==> src/rtl/xbox_xlr_line_mover_if.sv <==
// Accelerator-port bundle for the XBOX line mover: command, status and per-instance memory bus.
interface xbox_xlr_line_mover_if #(
  parameter int unsigned NUM_MEMS           = 2,
  parameter int unsigned LOG2_LINES_PER_MEM = 8
);
  localparam int unsigned LL     = LOG2_LINES_PER_MEM;
  localparam int unsigned LINE_W = 256;
  localparam int unsigned BE_W   = 32;

  // command side
  logic                   start;
  logic                   mode;
  logic [3:0]             src_mem;
  logic [LL-1:0]          src_line;
  logic [3:0]             dst_mem;
  logic [LL-1:0]          dst_line;
  logic [LL:0]            num_lines;
  logic [31:0]            fill_word;

  // status side
  logic                   busy;
  logic                   done;
  logic                   err;

  // memory farm side
  logic [NUM_MEMS-1:0][LL-1:0]     xlr_mem_addr;
  logic [NUM_MEMS-1:0][LINE_W-1:0] xlr_mem_wdata;
  logic [NUM_MEMS-1:0][BE_W-1:0]   xlr_mem_be;
  logic [NUM_MEMS-1:0]             xlr_mem_rd;
  logic [NUM_MEMS-1:0]             xlr_mem_wr;
  logic [NUM_MEMS-1:0][LINE_W-1:0] xlr_mem_rdata;

  // line mover view
  modport master (
    input  start, mode, src_mem, src_line, dst_mem, dst_line, num_lines, fill_word,
    output busy, done, err,
    output xlr_mem_addr, xlr_mem_wdata, xlr_mem_be, xlr_mem_rd, xlr_mem_wr,
    input  xlr_mem_rdata
  );

  // command source plus memory farm view
  modport slave (
    output start, mode, src_mem, src_line, dst_mem, dst_line, num_lines, fill_word,
    input  busy, done, err,
    input  xlr_mem_addr, xlr_mem_wdata, xlr_mem_be, xlr_mem_rd, xlr_mem_wr,
    output xlr_mem_rdata
  );
endinterface

==> src/rtl/xbox_xlr_line_mover.sv <==
// Accelerator-side line mover: copies or fills runs of 256-bit lines across the memory farm.
module xbox_xlr_line_mover #(
  parameter int unsigned NUM_MEMS           = 2,
  parameter int unsigned LOG2_LINES_PER_MEM = 8
) (
  input  logic                  clk,
  input  logic                  rst_n,
  xbox_xlr_line_mover_if.master bus
);
  localparam int unsigned LL        = LOG2_LINES_PER_MEM;
  localparam int unsigned CNT_W     = LL + 1;
  localparam int unsigned LINE_W    = 256;
  localparam int unsigned BE_W      = 32;
  localparam int unsigned MEM_IDX_W = (NUM_MEMS > 1) ? $clog2(NUM_MEMS) : 1;
  localparam logic [4:0]  NUM_MEMS_L = 5'(NUM_MEMS);

  typedef enum logic [2:0] {
    S_IDLE,
    S_COPY_OVL,
    S_COPY_RD,
    S_COPY_WR,
    S_FILL,
    S_DONE
  } state_t;

  typedef struct packed {
    logic                 mode;
    logic [MEM_IDX_W-1:0] src_sel;
    logic [MEM_IDX_W-1:0] dst_sel;
    logic [31:0]          fill_word;
  } cmd_t;

  state_t                        state_q, state_d;
  cmd_t                          cmd_q, cmd_d;
  logic [LL-1:0]                 src_line_q, src_line_d;
  logic [LL-1:0]                 dst_line_q, dst_line_d;
  logic [CNT_W-1:0]              rd_left_q, rd_left_d;
  logic [CNT_W-1:0]              wr_left_q, wr_left_d;
  logic                          busy_q, busy_d;
  logic                          done_q, done_d;
  logic                          err_q, err_d;
  logic [NUM_MEMS-1:0]           rd_q, rd_d;
  logic [NUM_MEMS-1:0]           wr_q, wr_d;
  logic [NUM_MEMS-1:0][LL-1:0]   addr_q, addr_d;
  logic [NUM_MEMS-1:0][BE_W-1:0] be_q, be_d;

  logic                 cmd_illegal;
  logic                 do_rd, do_wr;
  logic [MEM_IDX_W-1:0] rd_sel, wr_sel;
  logic [LL-1:0]        rd_line, wr_line;
  logic [LINE_W-1:0]    line_data;

  // A target outside the farm (or a copy source outside it) is rejected without any access.
  assign cmd_illegal = ({1'b0, bus.dst_mem} >= NUM_MEMS_L) ||
                       (!bus.mode && ({1'b0, bus.src_mem} >= NUM_MEMS_L));

  // State, counters and the registered per-cycle access description.
  always_ff @(posedge clk or negedge rst_n) begin
    if (!rst_n) begin
      state_q    <= S_IDLE;
      cmd_q      <= '0;
      src_line_q <= '0;
      dst_line_q <= '0;
      rd_left_q  <= '0;
      wr_left_q  <= '0;
      busy_q     <= 1'b0;
      done_q     <= 1'b0;
      err_q      <= 1'b0;
      rd_q       <= '0;
      wr_q       <= '0;
      addr_q     <= '0;
      be_q       <= '0;
    end else begin
      state_q    <= state_d;
      cmd_q      <= cmd_d;
      src_line_q <= src_line_d;
      dst_line_q <= dst_line_d;
      rd_left_q  <= rd_left_d;
      wr_left_q  <= wr_left_d;
      busy_q     <= busy_d;
      done_q     <= done_d;
      err_q      <= err_d;
      rd_q       <= rd_d;
      wr_q       <= wr_d;
      addr_q     <= addr_d;
      be_q       <= be_d;
    end
  end

  // Next state plus the access to present in the following cycle.
  always_comb begin
    state_d    = state_q;
    cmd_d      = cmd_q;
    src_line_d = src_line_q;
    dst_line_d = dst_line_q;
    rd_left_d  = rd_left_q;
    wr_left_d  = wr_left_q;
    busy_d     = 1'b0;
    done_d     = 1'b0;
    err_d      = 1'b0;
    do_rd      = 1'b0;
    do_wr      = 1'b0;
    rd_sel     = cmd_q.src_sel;
    wr_sel     = cmd_q.dst_sel;
    rd_line    = src_line_q;
    wr_line    = dst_line_q;

    unique case (state_q)
      S_IDLE: begin
        if (bus.start) begin
          cmd_d.mode      = bus.mode;
          cmd_d.src_sel   = bus.mode ? '0 : MEM_IDX_W'(bus.src_mem);
          cmd_d.dst_sel   = MEM_IDX_W'(bus.dst_mem);
          cmd_d.fill_word = bus.fill_word;
          if (cmd_illegal || (bus.num_lines == '0)) begin
            state_d = S_DONE;
            done_d  = 1'b1;
            err_d   = cmd_illegal;
          end else begin
            busy_d     = 1'b1;
            rd_sel     = cmd_d.src_sel;
            wr_sel     = cmd_d.dst_sel;
            rd_line    = bus.src_line;
            wr_line    = bus.dst_line;
            src_line_d = bus.src_line + LL'(1);
            dst_line_d = bus.dst_line;
            rd_left_d  = bus.num_lines - CNT_W'(1);
            wr_left_d  = bus.num_lines;
            if (bus.mode) begin
              do_wr      = 1'b1;
              dst_line_d = bus.dst_line + LL'(1);
              wr_left_d  = bus.num_lines - CNT_W'(1);
              state_d    = S_FILL;
            end else begin
              do_rd   = 1'b1;
              state_d = (cmd_d.src_sel == cmd_d.dst_sel) ? S_COPY_RD : S_COPY_OVL;
            end
          end
        end
      end

      // Pipelined copy: write the line read last cycle while reading the next one.
      S_COPY_OVL: begin
        if (wr_left_q == '0) begin
          state_d = S_DONE;
          done_d  = 1'b1;
        end else begin
          busy_d     = 1'b1;
          do_wr      = 1'b1;
          dst_line_d = dst_line_q + LL'(1);
          wr_left_d  = wr_left_q - CNT_W'(1);
          if (rd_left_q != '0) begin
            do_rd      = 1'b1;
            src_line_d = src_line_q + LL'(1);
            rd_left_d  = rd_left_q - CNT_W'(1);
          end
        end
      end

      // Single-port instance: the read just issued is written back next cycle.
      S_COPY_RD: begin
        busy_d     = 1'b1;
        do_wr      = 1'b1;
        dst_line_d = dst_line_q + LL'(1);
        wr_left_d  = wr_left_q - CNT_W'(1);
        state_d    = S_COPY_WR;
      end

      S_COPY_WR: begin
        if (wr_left_q == '0) begin
          state_d = S_DONE;
          done_d  = 1'b1;
        end else begin
          busy_d     = 1'b1;
          do_rd      = 1'b1;
          src_line_d = src_line_q + LL'(1);
          state_d    = S_COPY_RD;
        end
      end

      S_FILL: begin
        if (wr_left_q == '0) begin
          state_d = S_DONE;
          done_d  = 1'b1;
        end else begin
          busy_d     = 1'b1;
          do_wr      = 1'b1;
          dst_line_d = dst_line_q + LL'(1);
          wr_left_d  = wr_left_q - CNT_W'(1);
        end
      end

      S_DONE: state_d = S_IDLE;

      default: state_d = S_IDLE;
    endcase

    rd_d   = '0;
    wr_d   = '0;
    addr_d = '0;
    be_d   = '0;
    if (do_rd) begin
      rd_d[rd_sel]   = 1'b1;
      addr_d[rd_sel] = rd_line;
    end
    if (do_wr) begin
      wr_d[wr_sel]   = 1'b1;
      addr_d[wr_sel] = wr_line;
      be_d[wr_sel]   = '1;
    end
  end

  // Copy data is the source read data passed straight through; fill data is the replicated word.
  assign line_data = cmd_q.mode ? {8{cmd_q.fill_word}} : bus.xlr_mem_rdata[cmd_q.src_sel];

  // Only the instance being written sees non-zero write data.
  for (genvar g = 0; g < NUM_MEMS; g++) begin : g_wdata
    assign bus.xlr_mem_wdata[g] = wr_q[g] ? line_data : '0;
  end

  assign bus.busy         = busy_q;
  assign bus.done         = done_q;
  assign bus.err          = err_q;
  assign bus.xlr_mem_rd   = rd_q;
  assign bus.xlr_mem_wr   = wr_q;
  assign bus.xlr_mem_addr = addr_q;
  assign bus.xlr_mem_be   = be_q;
endmodule

==> src/flat_wrapper.sv <==
// flat-port wrapper written by rule: the top's interface ports become plain ports
module xbox_xlr_line_mover_flat 
#(
  parameter int unsigned NUM_MEMS           = 2,
  parameter int unsigned LOG2_LINES_PER_MEM = 8
)
  (clk, rst_n, bus_start, bus_mode, bus_src_mem, bus_src_line, bus_dst_mem, bus_dst_line, bus_num_lines, bus_fill_word, bus_busy, bus_done, bus_err, bus_xlr_mem_addr, bus_xlr_mem_wdata, bus_xlr_mem_be, bus_xlr_mem_rd, bus_xlr_mem_wr, bus_xlr_mem_rdata);
  xbox_xlr_line_mover_if #(.NUM_MEMS(NUM_MEMS), .LOG2_LINES_PER_MEM(LOG2_LINES_PER_MEM)) bus_i ();
  input  logic clk;
  input  logic rst_n;
  input wire logic [$bits(bus_i.start)-1:0] bus_start;
  input wire logic [$bits(bus_i.mode)-1:0] bus_mode;
  input wire logic [$bits(bus_i.src_mem)-1:0] bus_src_mem;
  input wire logic [$bits(bus_i.src_line)-1:0] bus_src_line;
  input wire logic [$bits(bus_i.dst_mem)-1:0] bus_dst_mem;
  input wire logic [$bits(bus_i.dst_line)-1:0] bus_dst_line;
  input wire logic [$bits(bus_i.num_lines)-1:0] bus_num_lines;
  input wire logic [$bits(bus_i.fill_word)-1:0] bus_fill_word;
  output wire logic [$bits(bus_i.busy)-1:0] bus_busy;
  output wire logic [$bits(bus_i.done)-1:0] bus_done;
  output wire logic [$bits(bus_i.err)-1:0] bus_err;
  output wire logic [$bits(bus_i.xlr_mem_addr)-1:0] bus_xlr_mem_addr;
  output wire logic [$bits(bus_i.xlr_mem_wdata)-1:0] bus_xlr_mem_wdata;
  output wire logic [$bits(bus_i.xlr_mem_be)-1:0] bus_xlr_mem_be;
  output wire logic [$bits(bus_i.xlr_mem_rd)-1:0] bus_xlr_mem_rd;
  output wire logic [$bits(bus_i.xlr_mem_wr)-1:0] bus_xlr_mem_wr;
  input wire logic [$bits(bus_i.xlr_mem_rdata)-1:0] bus_xlr_mem_rdata;
  assign bus_i.start = bus_start;
  assign bus_i.mode = bus_mode;
  assign bus_i.src_mem = bus_src_mem;
  assign bus_i.src_line = bus_src_line;
  assign bus_i.dst_mem = bus_dst_mem;
  assign bus_i.dst_line = bus_dst_line;
  assign bus_i.num_lines = bus_num_lines;
  assign bus_i.fill_word = bus_fill_word;
  assign bus_busy = bus_i.busy;
  assign bus_done = bus_i.done;
  assign bus_err = bus_i.err;
  assign bus_xlr_mem_addr = bus_i.xlr_mem_addr;
  assign bus_xlr_mem_wdata = bus_i.xlr_mem_wdata;
  assign bus_xlr_mem_be = bus_i.xlr_mem_be;
  assign bus_xlr_mem_rd = bus_i.xlr_mem_rd;
  assign bus_xlr_mem_wr = bus_i.xlr_mem_wr;
  assign bus_i.xlr_mem_rdata = bus_xlr_mem_rdata;
  xbox_xlr_line_mover #(.NUM_MEMS(NUM_MEMS), .LOG2_LINES_PER_MEM(LOG2_LINES_PER_MEM)) u_core (.clk(clk), .rst_n(rst_n), .bus(bus_i));
endmodule
==> config.mk <==
export PLATFORM = sky130hd
export DESIGN_NAME = xbox_xlr_line_mover_flat
export DESIGN_NICKNAME = d
export VERILOG_FILES = /design/src/rtl/xbox_xlr_line_mover_if.sv /design/src/rtl/xbox_xlr_line_mover.sv /design/src/flat_wrapper.sv
export SDC_FILE = /design/constraint.sdc
export NUM_CORES = 1
export LEC_CHECK = 0
export ABC_AREA = 0
export BUFFER_PORTS_ARGS = -buffer_cell sky130_fd_sc_hd__buf_2
export CAP_MARGIN = 20
export CORE_AREA = 5 5 458 460
export CTS_BUF_LIST = sky130_fd_sc_hd__clkbuf_16
export CTS_CLUSTER_SIZE = 40
export DETAILED_ROUTE_END_ITERATION = 12
export DIE_AREA = 0 0 463 465
export PLACE_DENSITY = 0.34
export SLEW_MARGIN = 15
export SYNTH_ARGS = -nofsm -noshare
export SYNTH_HDL_FRONTEND = slang
export SYNTH_SLANG_ARGS = --single-unit
==> constraint.sdc <==
create_clock -name clk -period 3.6 [get_ports clk]
set_input_delay 0.72 -clock clk [delete_from_list [all_inputs] [get_ports clk]]
set_output_delay 0.72 -clock clk [all_outputs]
set_load 0.01 [all_outputs]
==> impl_summary.txt <==
----------------------------------------------------
[Floorplanning]
  Core area ... approximately 200000 um2
  Num ports ... around 1200
  Std-Cell Rows ... 167
  Die height ... 465 um
  Starting density of the core ... 0.0613
  Horizontal die dimension ... 463 um
  Die Outline Area ... 215000 um2

[Drt]
  Drt pass-1 iters ... 5
  Wire length per cell ... 30.8 um
  Via density per instance ... 3.27
  Detailed Route Iter0 Violations ... 1478
  Via count ... 19000
  Overall routed net length ... 178000 um
  Post-detailed-route count of antenna-violating nets ... 0
  Number of design rule violations left after detail routing ... 0

[Placed design]
  # placed instances ... ~5800
  Final Wtd Congestion ... roughly 0.95
  Placed wire-length estimate after detailed placement ... 160000 um
  I/O Buffers ... 1179

[Clock tree]
  TritonCTS clock tree ... built
  Number of buffers added by the clock tree synthesis step ... 9
  Post-cts hold buffer count ... 0
  Number of buffers on the longest clock path ... 2
  Clock H-tree levels ... 3
  Insertion delay to the later sink of the worst-skew pair ... between 0.4 and 0.5 ns
  Register clock-pin slew on the reported worst setup and hold paths ... 0.09 ns
  Clock sink total ... 95
  Post-CTS setup buffer count ... 0
  Cell chosen for the clock root ... sky130_fd_sc_hd__clkbuf_16

[Synth]
  Number of enable flip-flop cells after synthesis ... 0
  Post-Synthesis Net Count ... 2466
  Fraction of registers with async set/reset ... 1.00
  Cell area after synthesis ... about 13000 um2
  Yosys warning count ... 0
  Dominant synthesized flop cell ... sky130_fd_sc_hd__dfrtp_1
  Count of distinct cell types in the synthesized netlist ... 65
  Part of the Yosys area used for sequential elements ... 0.189
  Count of mapped cells out of synthesis ... around 1900
  Mean post-synth cell area ... 6.72 um2
  Number of storage elements in the synthesis netlist ... between 90 and 100

[Power and ir drop]
  Sw frac ... 0.632
  Cell-internal power ... 9.06 mW
  Power density over the cells ... 1050 nW/um2
  Leak Pwr ... about 11 nW
  Reported net switching power ... between 15 and 20 mW
  Sequential group share of total power ... 0.084
  PnR Total Power ... between 20 and 25 mW
  Part of the power in combinational logic ... 0.869
  Clock share of power ... 0.047
  Worst VDD drop ... 0.000441 V

[GRT]
  Grt total ovfl ... 0
  Global-route wire length before repair ... between 200000 and 250000 um
  Antenna violations before repair ... 47
  Total Routing Usage GR ... 0.157
  Number of global-route vias before repair ... 19300
  Maximum number of pins on one net before global-route repair ... 70

[STA]
  Final worst path period share ... 0.962
  Clock skew ... around 0.026 ns
  Worst-case headroom to the max-slew limit ... 0.313
  Peak Freq ... 289 MHz
  Final-report max-slew violation count ... 0
  Number of endpoints with negative hold slack in the final report ... 0
  Transition time at the pin with the least slew margin ... 1.02 ns
  Number of failing setup endpoints in the final timing report ... 0
  Setup Total Neg Slack ... 0 ns
  RSZ-0062 raised after global routing ... no
  Final worst path period need ... about 3.5 ns

[Outcome]
  Result of the run ... complete, no violations

[Critical path]
  Required time worst endpoint ... roughly 2.9 ns
  Reg2reg path depth ... 6
  Critical path capture point type ... primary output
  Crit path DAT ... 2.74 ns
  End of the worst register-to-register path ... u_core.bus.xlr_mem_addr[7]
  Type of the worst setup path ... register to primary output
  Reg2Reg Setup Slack ... 0.81 ns
  Source of the worst register-to-register timing path ... u_core.state_q[0]
  Kind of start point of the critical path ... register
  Crit path from ... u_core.cmd_q[34]
  Worst Path Max Fanout ... 45
  Worst setup path end ... bus_xlr_mem_wdata[349]

[Hold path]
  HP Class ... input pin to async pin

[Layout]
  Number of fillers in the final layout ... 24300
  Commonest cells after routing, fill and taps aside ... sky130_fd_sc_hd__buf_2, sky130_fd_sc_hd__nor2_1, sky130_fd_sc_hd__o21ai_0, sky130_fd_sc_hd__mux2_2, sky130_fd_sc_hd__buf_4
  Layout cell share with drive strength beyond 1 ... 0.551
  Filler-free cell count of the finished design ... 5800
  Nets@finish ... 3657
  Most common library cell in the layout ignoring fill and taps ... sky130_fd_sc_hd__buf_2
  Layout-stage area growth over the synthesis result ... 85.5%

[Job]
  Maximum capacitance violations ... 0

----------------------------------------------------
-- cell families (layout without fill, tap and decap cells) --
| group | count (synthesis) | after routing | share of synthesized area |
|---|---|---|---|
| muxes | 285 | 285 | 0.252 |
| other | 0 | 24 | 0 |
| xor gates and xnor gates | 24 | 24 | 0.0167 |
| AOI/OAI and AO/OA | 413 | 413 | 0.181 |
| adders and majority gates | 9 | 9 | 0.00894 |
| DFF | 95 | 95 | 0.189 |
| buffers and inverters | 234 | 1430 | 0.0897 |
| and+or+nand+nor | 816 | 816 | 0.263 |
-- registers in the layout, summed over array words and instances, names as in the netlist --
register                 count
u_core.bus.xlr_mem_wr        1
u_core.rd_left_q             9
u_core.cmd_q                35
u_core.bus.busy              1
u_core.wr_left_q             9
u_core.src_line_q            8
u_core.bus.done              1
u_core.bus.xlr_mem_addr     16
u_core.bus.xlr_mem_rd        2
u_core.bus.err               1
u_core.state_q               3
u_core.bus.xlr_mem_be        1
u_core.dst_line_q            8
-- metrics by stage --
step / instance area (um2) / hold slack (ns) / setup slack, ns / util
finish: 23400 / 0.272 / 0.135 / 0.114
global route: 23300 / 0.301 / 0.0111 / 0.114
floorplan: 12600 / 0.424 / 0.720 / -
detailed placement: 23000 / 0.454 / 0.0592 / 0.112
CTS: 23300 / 0.242 / 0.00258 / 0.113
global placement: 23000 / 0.450 / -0.0383 / 0.112
-- synth_stat cells (11+ instances only) --
cell type                  instances  area [um2]
sky130_fd_sc_hd__nand2_1         160         601
sky130_fd_sc_hd__o22ai_1          14        87.6
sky130_fd_sc_hd__inv_1            18        67.6
sky130_fd_sc_hd__mux2_2          259        2920
sky130_fd_sc_hd__nor2_1          555        2080
sky130_fd_sc_hd__dfrtp_1          95        2380
sky130_fd_sc_hd__xnor2_1          12         105
sky130_fd_sc_hd__mux2i_1          26         260
sky130_fd_sc_hd__nand2b_1         35         219
sky130_fd_sc_hd__a21oi_1          36         180
sky130_fd_sc_hd__nor3_1           11        55.1
sky130_fd_sc_hd__nand3_1          17        85.1
sky130_fd_sc_hd__xor2_1           12         105
sky130_fd_sc_hd__buf_4            64         480
sky130_fd_sc_hd__clkbuf_1        121         454
sky130_fd_sc_hd__o21ai_0         312        1560
sky130_fd_sc_hd__buf_1            27         101
-- power by group through the flow --
| stage | clock (mW) | combinational [mW] | sequential, mW |
|---|---|---|---|
| after global placement | 0 | 22.2 | 2.12 |
| after detailed placement | 0 | 22.2 | 2.10 |
| after global routing | 1.27 | 22.9 | 2.16 |
| after floorplan | 0 | 8.73 | 1.95 |
| final | 1.16 | 21.4 | 2.08 |
| after CTS | 1.28 | 22.3 | 2.09 |
-- layout make-up --
type	instances	area [um2]	share of cell area
clock buffers	9	225	0.00963
inverters	18	82.6	0.00353
repair buffers	1396	8040	0.344
multi-input cells	1547	9130	0.390
diodes	24	60.1	0.00257
well taps	2704	3380	0.145
clock inverters	7	72.6	0.00310
flip-flops and latches	95	2390	0.102
-- worst min-delay path by stage --
stage	start	end	slack (ns)	cells past startpoint
after detailed placement	u_core.cmd_q[26]	u_core.cmd_q[26]	0.45	2
after global placement	u_core.cmd_q[13]	u_core.cmd_q[13]	0.45	2
after global routing	rst_n	u_core.wr_left_q[0]	0.30	1
final	rst_n	u_core.wr_left_q[0]	0.27	1
after floorplan	rst_n	u_core.bus.busy	0.42	0
after CTS	rst_n	u_core.rd_left_q[8]	0.24	1
-- worst max-delay path, stage by stage (launching register included) --
cell and delay (ns):
sky130_fd_sc_hd__dfrtp_4 0.53, sky130_fd_sc_hd__buf_12 0.19, sky130_fd_sc_hd__nand2b_1 0.39, sky130_fd_sc_hd__buf_4 0.25, sky130_fd_sc_hd__o21ai_0 0.38, sky130_fd_sc_hd__nor2_1 0.32
sky130_fd_sc_hd__buf_2 0.18
-- what timing repair did --
| action | 4_1_cts | 5_1_grt |
|---|---|---|
| endpoints found under the setup margin | 24 | 5 |
| resized for setup | 20 | 4 |
| gates cloned | 0 | 0 |
-- routing by layer --
layer,GRT usage,routed length (um),up-vias
li1,-,-,8711
met1,0.170,66000,9280
met2,0.302,95300,842
met3,0.0409,12400,118
met4,0.0395,4700,2
met5,0,13,-
Note: power is estimated with default switching activity, not from simulation.
